### src/rtl/dma_pkg.sv
// rtl/dma_pkg.sv - shared widths and FSM state encoding for the block-copy DMA
package dma_pkg;

  localparam int DMA_AW = 8;
  localparam int DMA_DW = 8;

  typedef enum logic [1:0] {
    IDLE  = 2'd0,
    READ  = 2'd1,
    WRITE = 2'd2,
    DONE  = 2'd3
  } dma_state_t;

endpackage

### src/rtl/mem_copy_dma_if.sv
// rtl/mem_copy_dma_if.sv - data-memory port shared by the DMA (master) and the memory (slave)
interface mem_copy_dma_if
  import dma_pkg::*;
#(
  parameter int AW = DMA_AW,
  parameter int DW = DMA_DW
);

  logic [AW-1:0] mem_addr;
  logic [DW-1:0] mem_wdata;
  logic          mem_wr;
  logic [DW-1:0] mem_rdata;

  modport master (output mem_addr, output mem_wdata, output mem_wr, input mem_rdata);
  modport slave  (input mem_addr, input mem_wdata, input mem_wr, output mem_rdata);

endinterface

### src/rtl/dma_csum.sv
// rtl/dma_csum.sv - modulo-2^DW running sum of bytes read; used only with DMA_CHECKSUM_EN
module dma_csum
  import dma_pkg::*;
#(
  parameter int DW = DMA_DW
) (
  input  logic          clk,
  input  logic          rst_n,
  input  logic          clear,
  input  logic          acc_en,
  input  logic [DW-1:0] data,
  output logic [DW-1:0] sum
);

  logic [DW-1:0] sum_q, sum_d;

  always_comb begin
    sum_d = sum_q;
    if (clear) begin
      sum_d = '0;
    end else if (acc_en) begin
      sum_d = sum_q + data;
    end
  end

  always_ff @(posedge clk or negedge rst_n) begin
    if (!rst_n) begin
      sum_q <= '0;
    end else begin
      sum_q <= sum_d;
    end
  end

  assign sum = sum_q;

endmodule

### src/rtl/mem_copy_dma.sv
// rtl/mem_copy_dma.sv - byte-at-a-time block copy master on the data memory port
// Optional checksum output/accumulator enabled by DMA_CHECKSUM_EN.
module mem_copy_dma
  import dma_pkg::*;
#(
  parameter int AW = DMA_AW,
  parameter int DW = DMA_DW
) (
  input  logic                 clk,
  input  logic                 rst_n,
  input  logic                 start,
  input  logic                 abort,
  input  logic [AW-1:0]        src,
  input  logic [AW-1:0]        dst,
  input  logic [AW-1:0]        len,
  mem_copy_dma_if.master       mem,
  output logic                 busy,
  output logic                 done
`ifdef DMA_CHECKSUM_EN
  ,
  output logic [DW-1:0]        checksum
`endif
);

  dma_state_t    state_q, state_d;
  logic [AW-1:0] src_q, src_d;
  logic [AW-1:0] dst_q, dst_d;
  logic [AW-1:0] len_q, len_d;
  logic [AW-1:0] i_q, i_d;
  logic [DW-1:0] buf_q, buf_d;
  logic [AW-1:0] i_inc;

  always_comb begin
    state_d       = state_q;
    src_d         = src_q;
    dst_d         = dst_q;
    len_d         = len_q;
    i_d           = i_q;
    buf_d         = buf_q;
    busy          = 1'b0;
    done          = 1'b0;
    mem.mem_addr  = '0;
    mem.mem_wdata = '0;
    mem.mem_wr    = 1'b0;
    i_inc         = i_q + AW'(1);

    unique case (state_q)
      IDLE: begin
        if (start) begin
          src_d   = src;
          dst_d   = dst;
          len_d   = len;
          i_d     = '0;
          state_d = (len == '0) ? DONE : READ;
        end
      end
      READ: begin
        busy         = 1'b1;
        mem.mem_addr = src_q + i_q;
        if (abort) begin
          state_d = IDLE;
        end else begin
          buf_d   = mem.mem_rdata;
          state_d = WRITE;
        end
      end
      WRITE: begin
        busy          = 1'b1;
        mem.mem_addr  = dst_q + i_q;
        mem.mem_wdata = buf_q;
        // Abort is the one combinational path to the port: an aborted cycle must not write.
        mem.mem_wr    = !abort;
        if (abort) begin
          state_d = IDLE;
        end else begin
          i_d     = i_inc;
          state_d = (i_inc == len_q) ? DONE : READ;
        end
      end
      DONE: begin
        done    = 1'b1;
        state_d = IDLE;
      end
      default: state_d = IDLE;
    endcase
  end

  always_ff @(posedge clk or negedge rst_n) begin
    if (!rst_n) begin
      state_q <= IDLE;
      src_q   <= '0;
      dst_q   <= '0;
      len_q   <= '0;
      i_q     <= '0;
      buf_q   <= '0;
    end else begin
      state_q <= state_d;
      src_q   <= src_d;
      dst_q   <= dst_d;
      len_q   <= len_d;
      i_q     <= i_d;
      buf_q   <= buf_d;
    end
  end

`ifdef DMA_CHECKSUM_EN
  logic csum_clr;
  logic csum_acc;

  assign csum_clr = (state_q == IDLE) && start;
  assign csum_acc = (state_q == READ) && !abort;

  dma_csum #(.DW(DW)) u_csum (
    .clk    (clk),
    .rst_n  (rst_n),
    .clear  (csum_clr),
    .acc_en (csum_acc),
    .data   (mem.mem_rdata),
    .sum    (checksum)
  );
`endif

endmodule
### src/flat_wrapper.sv
// flat-port wrapper written by rule: the top's interface ports become plain ports
module mem_copy_dma_flat import dma_pkg::*;
#(
  parameter int AW = DMA_AW,
  parameter int DW = DMA_DW
)
  (clk, rst_n, start, abort, src, dst, len, busy, done, mem_mem_addr, mem_mem_wdata, mem_mem_wr, mem_mem_rdata);
  mem_copy_dma_if #(.AW(AW), .DW(DW)) mem_i ();
  input  logic clk;
  input  logic rst_n;
  input  logic start;
  input  logic abort;
  input  logic [AW-1:0] src;
  input  logic [AW-1:0] dst;
  input  logic [AW-1:0] len;
  output logic busy;
  output logic done;
  output wire logic [$bits(mem_i.mem_addr)-1:0] mem_mem_addr;
  output wire logic [$bits(mem_i.mem_wdata)-1:0] mem_mem_wdata;
  output wire logic [$bits(mem_i.mem_wr)-1:0] mem_mem_wr;
  input wire logic [$bits(mem_i.mem_rdata)-1:0] mem_mem_rdata;
  assign mem_mem_addr = mem_i.mem_addr;
  assign mem_mem_wdata = mem_i.mem_wdata;
  assign mem_mem_wr = mem_i.mem_wr;
  assign mem_i.mem_rdata = mem_mem_rdata;
  mem_copy_dma #(.AW(AW), .DW(DW)) u_core (.clk(clk), .rst_n(rst_n), .start(start), .abort(abort), .src(src), .dst(dst), .len(len), .mem(mem_i), .busy(busy), .done(done));
endmodule
### config.mk
export PLATFORM = sky130hd
export DESIGN_NAME = mem_copy_dma_flat
export DESIGN_NICKNAME = d
export VERILOG_FILES = /design/src/rtl/dma_pkg.sv /design/src/rtl/mem_copy_dma_if.sv /design/src/rtl/dma_csum.sv /design/src/rtl/mem_copy_dma.sv /design/src/flat_wrapper.sv
export SDC_FILE = /design/constraint.sdc
export NUM_CORES = 1
export LEC_CHECK = 0
export ABC_AREA = 0
export CAP_MARGIN = 20
export CORE_UTILIZATION = 55
export DETAILED_ROUTE_END_ITERATION = 8
export PLACE_DENSITY = 0.9
export REMOVE_ABC_BUFFERS = 1
export SLEW_MARGIN = 20
export SYNTH_ARGS = -nofsm -noshare
export SYNTH_HDL_FRONTEND = slang
export SYNTH_HIERARCHICAL = 1
export SYNTH_SLANG_ARGS = --single-unit
### constraint.sdc
create_clock -name clk -period 8.04 [get_ports clk]
set_clock_uncertainty 0.15 [all_clocks]
set_input_delay 1.608 -clock clk [delete_from_list [all_inputs] [get_ports clk]]
set_output_delay 1.608 -clock clk [all_outputs]
set_load 0.02 [all_outputs]
**Word-level counts from Yosys, hierarchy flattened**

Index checks and enable logic that the tools add are counted.

- Bits of input ports: 36
- Flip-flop bits (word level): 42
- Output and inout bits: 19
- Logic and storage cells: 38

- Multiplexer cells: 14
- Eq/ne operators: 6
- Bitwise logic cells: 1
- $add $sub $neg: 3
- Reduce and logical (&&, ||, !) cells: 8

Operator list:

| kind | count |
|---|---|
| $pmux W8 S2 | 2 |
| $mux W8 | 3 |
| $add A8 B8 Y8 | 2 |
| $mux W2 | 5 |
| $add A8 B1 Y8 const B | 1 |
| $eq A8 B8 Y1 | 1 |
| $logic_not A8 Y1 | 1 |
| $pmux W2 S4 | 1 |
| $eq A2 B2 Y1 const B | 2 |
| $ne A2 B2 Y1 const B | 2 |
| $reduce_and A2 Y1 | 2 |
| $mux W1 | 3 |
| $reduce_and A3 Y1 | 1 |
| $eq A2 B1 Y1 const B | 1 |
| $logic_not A2 Y1 | 1 |
| $reduce_bool A2 Y1 | 1 |
| $reduce_or A2 Y1 | 1 |
| $logic_not A1 Y1 | 1 |
| $not A1 Y1 | 1 |

**Longest topological paths before layout**

- Word-level depth: 5
- Gate-level depth with buffers: 13
- Mapped depth without buffers: 11

**Worst setup path after synthesis**

No wires, ideal clock.

- Kind: register to output
- From: register u_core.state_q[0]
- To: output mem_mem_addr[7]
- Arrival: 2.795 ns
- Data required time: 6.282 ns
- Path buffers: 2
- Slack: 3.487 ns
- Cell stages (with the launch flop): 11
- Cell sequence: dfrtp_1 -> inv_1 -> ha_1 -> clkbuf_1 -> buf_2 -> mux2_2 -> ha_1 -> or4_1 -> a21oi_1 -> o21ai_1 -> a21boi_1

- Longest elaborated chain between the ends: 2
- Elaborated cells on any way between the ends: 3
- Those cells by class: eq/ne (2); mux (1)

Ends and longest elaborated chain:

| item | line | source |
|---|---|---|
| start, declared | mem_copy_dma.sv:25 | `dma_state_t state_q, state_d;` |
| start signal, assigned | mem_copy_dma.sv:97 | `state_q <= state_d;` |
| $eq A2 B2 Y1 or $eq A2 B1 Y1 (tied branches) | mem_copy_dma.sv:47 | `unique case (state_q)` |
| $pmux W8 S2 * | mem_copy_dma.sv:47 |  |
| end, declared | flat_wrapper.sv:18 | `output wire logic [$bits(mem_i.mem_addr)-1:0] mem_mem_addr;` |

Mark *: on every way between the ends. The rest lies on a longest branch, timed or not.

**Worst setup path after layout**

- From: register u_core.state_q[0]
- To: output mem_mem_addr[6]

The elaborated chain is that of the path after synthesis.

==> results.yml <==
timing:
  rsz0062_at_grt: "false"
  period_minus_slack_ns: 5.32
  final-setup-viol-count: 0
  slew_headroom_pct: 36.9
  post-route-period-util_pct: 66.1
  fmax_ghz: 0.188
  setup-tns-final_ns: 0
  final-max-slew-violation-count: 0
  hold_viol: 0
  whs_ns: 0.334
  tightest_slew_ns: 0.946
clock_network:
  h-tree-depth: 2
  clock_latency_ns: 0.30
  cts_buffer_depth: 2
  cts_tree: "done"
  cts_setup_buffers: 0
  post_cts_resized: 0
  cts_buffers: 5
  holdBufCountCts: 0
  cts_root_buf: "clkbuf_8"
  cts.sinks: 42
  path_clk_slew_ns: 0.08
placement:
  dpl.hpwl_um: 3780
  gp_congestion: 0.843
  port-buffer-count: 54
cells_and_area:
  area_delta_synth_final_pct: 25.5
  fill_cells: 336
  antenna_cells: 0
  multiInputGateArea_um2: 1460
  drive_gt1_share_pct: 8.88
  seq_area_um2: 1050
  layout.nets: 353
global_route:
  met1_usage_pct: 29.0
  grt_pass1_vias: 2074
  met2_usage_pct: 40.4
  grt_usage_pct: 23.3
  met3_usage_pct: 4.84
  busiest_layer: "met2"
  grt_overflow_total: 0
  antenna_found_initial: 0
  grt_max_degree: 43
  grt_pass1_wl_um: 9100
logic_synthesis:
  yosys.area.top_type: "dfrtp_1"
  synth_most_common_cell: "dfrtp_1"
  synth_top_area_share_pct: 40.2
  synth_area_um2: 2620
  syn-instance-count: 253
  ys_ff_latch: 42
  synth_ff_type: "dfrtp_1"
  ys_seq_area_share_pct: 40.2
  yosysWarnings: 6
  yosys-top-cells-count: "42 x dfrtp_1, 25 x mux2_1, 14 x mux2_2"
  yosysUniqueCellTypes: 42
  synth_edf_count: 0
  ys_async_sr_fraction_pct: 100
  avgSynthCellArea_um2: 10.3
  yosys-top-cells-area: "dfrtp_1 40%, mux2_1 11%, ha_1 6.2%"
critical_path:
  worst_ep_arrival_time_ns: 3.56
  crit_fanout: 30
  path_class: "reg2out"
  startpoint_type: "register"
  end_kind: "output port"
  required_ns: 6.28
drt:
  drt-initial-drc-count: 181
  drtPass1Iterations: 7
  vias_per_cell: 5.99
  avgRoutedWirePerCell_um: 15.4
  ant_nets: 0
  drc: 0
  finalWirelength_um: 5490
  num_vias: 2133
run:
  drv_cap: 0
floorplanning:
  dieHeight_um: 71.0
  dieArea_um2: 5040
  fp.dieW_um: 71.0
  ios: 55
  core-area_um2: 4470
  row_count: 24
  initial_utilization_pct: 58.5
power:
  p_int_w: 0.000706
  power_density_nw_per_um2: 350
  switching_share_pct: 38.5
  leakage_nw: 1.38
  p_seq_share_pct: 31.4
  switchingPower_w: 0.000442
  combPwrFrac_pct: 54.6
  peakVddDrop_mv: 0.178
  clockPowerShare_pct: 14.0
run_status:
  outcome: "completed"
min_path:
  min_path_type: "reg2reg"
-- routing by layer --
metal / share of wire (%) / vias to the layer above / routed length [um]
li1: - / 1002 / -
met1: 44 / 1051 / 2400
met2: 50 / 72 / 2720
met3: 5.2 / 8 / 287
met4: 1.4 / 0 / 75
met5: 0 / - / 0
-- registers in the layout, indices dropped and copies added (netlist names) --
| register | count |
|---|---|
| u_core/dst_q | 8 |
| u_core/len_q | 8 |
| u_core/i_q | 8 |
| u_core/buf_q | 8 |
| u_core/src_q | 8 |
| u_core/state_q | 2 |
-- cells by family (layout without fill, tap and decap cells) --
kind of cell	after synthesis	count (layout)	share of synthesized area (%)
XOR/XNOR	10	10	3.35
multiplexers	44	44	18.7
adder cells (fa/ha/maj)	14	14	6.98
buffers and inverters	23	74	3.92
AO/OA/AOI/OAI	44	44	10.5
flip-flops	42	42	40.2
AND/OR/NAND/NOR	76	76	16.4
-- worst paths after layout --
kind	from	endpoint	slack [ns]	cells after the start
min reg2reg	u_core/buf_q[6]	u_core/buf_q[6]	0.33	1
max reg2reg	u_core/state_q[0]	u_core/state_q[1]	5.49	8
min in group asynchronous	rst_n	u_core/len_q[1]	1.30	1
max	u_core/state_q[0]	mem_mem_addr[6]	2.72	13
min	u_core/buf_q[6]	u_core/buf_q[6]	0.33	1
max in group asynchronous	rst_n	u_core/dst_q[3]	5.85	1
-- area by class of cell --
class	instances	area share (%)
repair buffers	56	17.0
multi-input cells	188	44.5
flip-flops and latches	42	32.0
well taps	52	1.98
inverters	10	1.14
clock buffers	8	3.35
-- power groups by stage --
stage / combinational, W / sequential, W / clock, W
after CTS: 0.000625 / 0.000360 / 0.000164
final: 0.000627 / 0.000361 / 0.000161
after global placement: 0.000600 / 0.000357 / 0
after detailed placement: 0.000619 / 0.000364 / 0
after floorplan: 0.000424 / 0.000346 / 0
after global routing: 0.000690 / 0.000372 / 0.000173
-- per-stage QoR --
step | total power (W) | area, um^2 | setup WS [ns] | utilization, % | std cells
2_1_floorplan | 0.000769 | 2550 | 3.47 | - | 240
5_1_grt | 0.00123 | 3280 | 2.51 | 73.4 | 356
6_report | 0.00115 | 3280 | 2.72 | 73.4 | 356
3_5_place_dp | 0.000982 | 3160 | 3.03 | 70.6 | 347
4_1_cts | 0.00115 | 3270 | 2.73 | 73.1 | 355
3_3_place_gp | 0.000957 | 3160 | 3.07 | 70.6 | 347
-- cell usage in the layout, fill, tap and decap left out, types with 2 or more instances in the layout --
master and n:
a21boi_1 2, a21o_1 3, a21oi_1 11, a31oi_1 4, and2_1 11, clkbuf_8 8
clkdlybuf4s50_1 53, dfrtp_1 42, ha_1 13, inv_1 9, mux2_1 25, mux2_2 14
mux2i_1 5, nand2_1 13, nand2b_1 7, nand3_1 8, nand3b_1 3, nand4_1 3
nor2_1 8, nor2b_1 6, nor3_1 2, nor3b_1 3, nor4_1 3, o21ai_0 9
o21ai_1 5, o221ai_1 4, o31ai_1 2, or3_1 4, xnor2_1 9
-- critical path, stage by stage, from the launching register on --
cell and delay [ns]:
dfrtp_1 0.41, inv_1 0.14, ha_1 0.16, buf_4 0.30
mux2_2 0.39, ha_1 0.19, inv_1 0.07, fa_1 0.19
nor2b_1 0.07, o21ai_1 0.16, a21boi_1 0.13, or3_1 0.36
nand3_1 0.09, clkdlybuf4s50_1 0.60
Note: power is estimated with default switching activity, not from simulation.
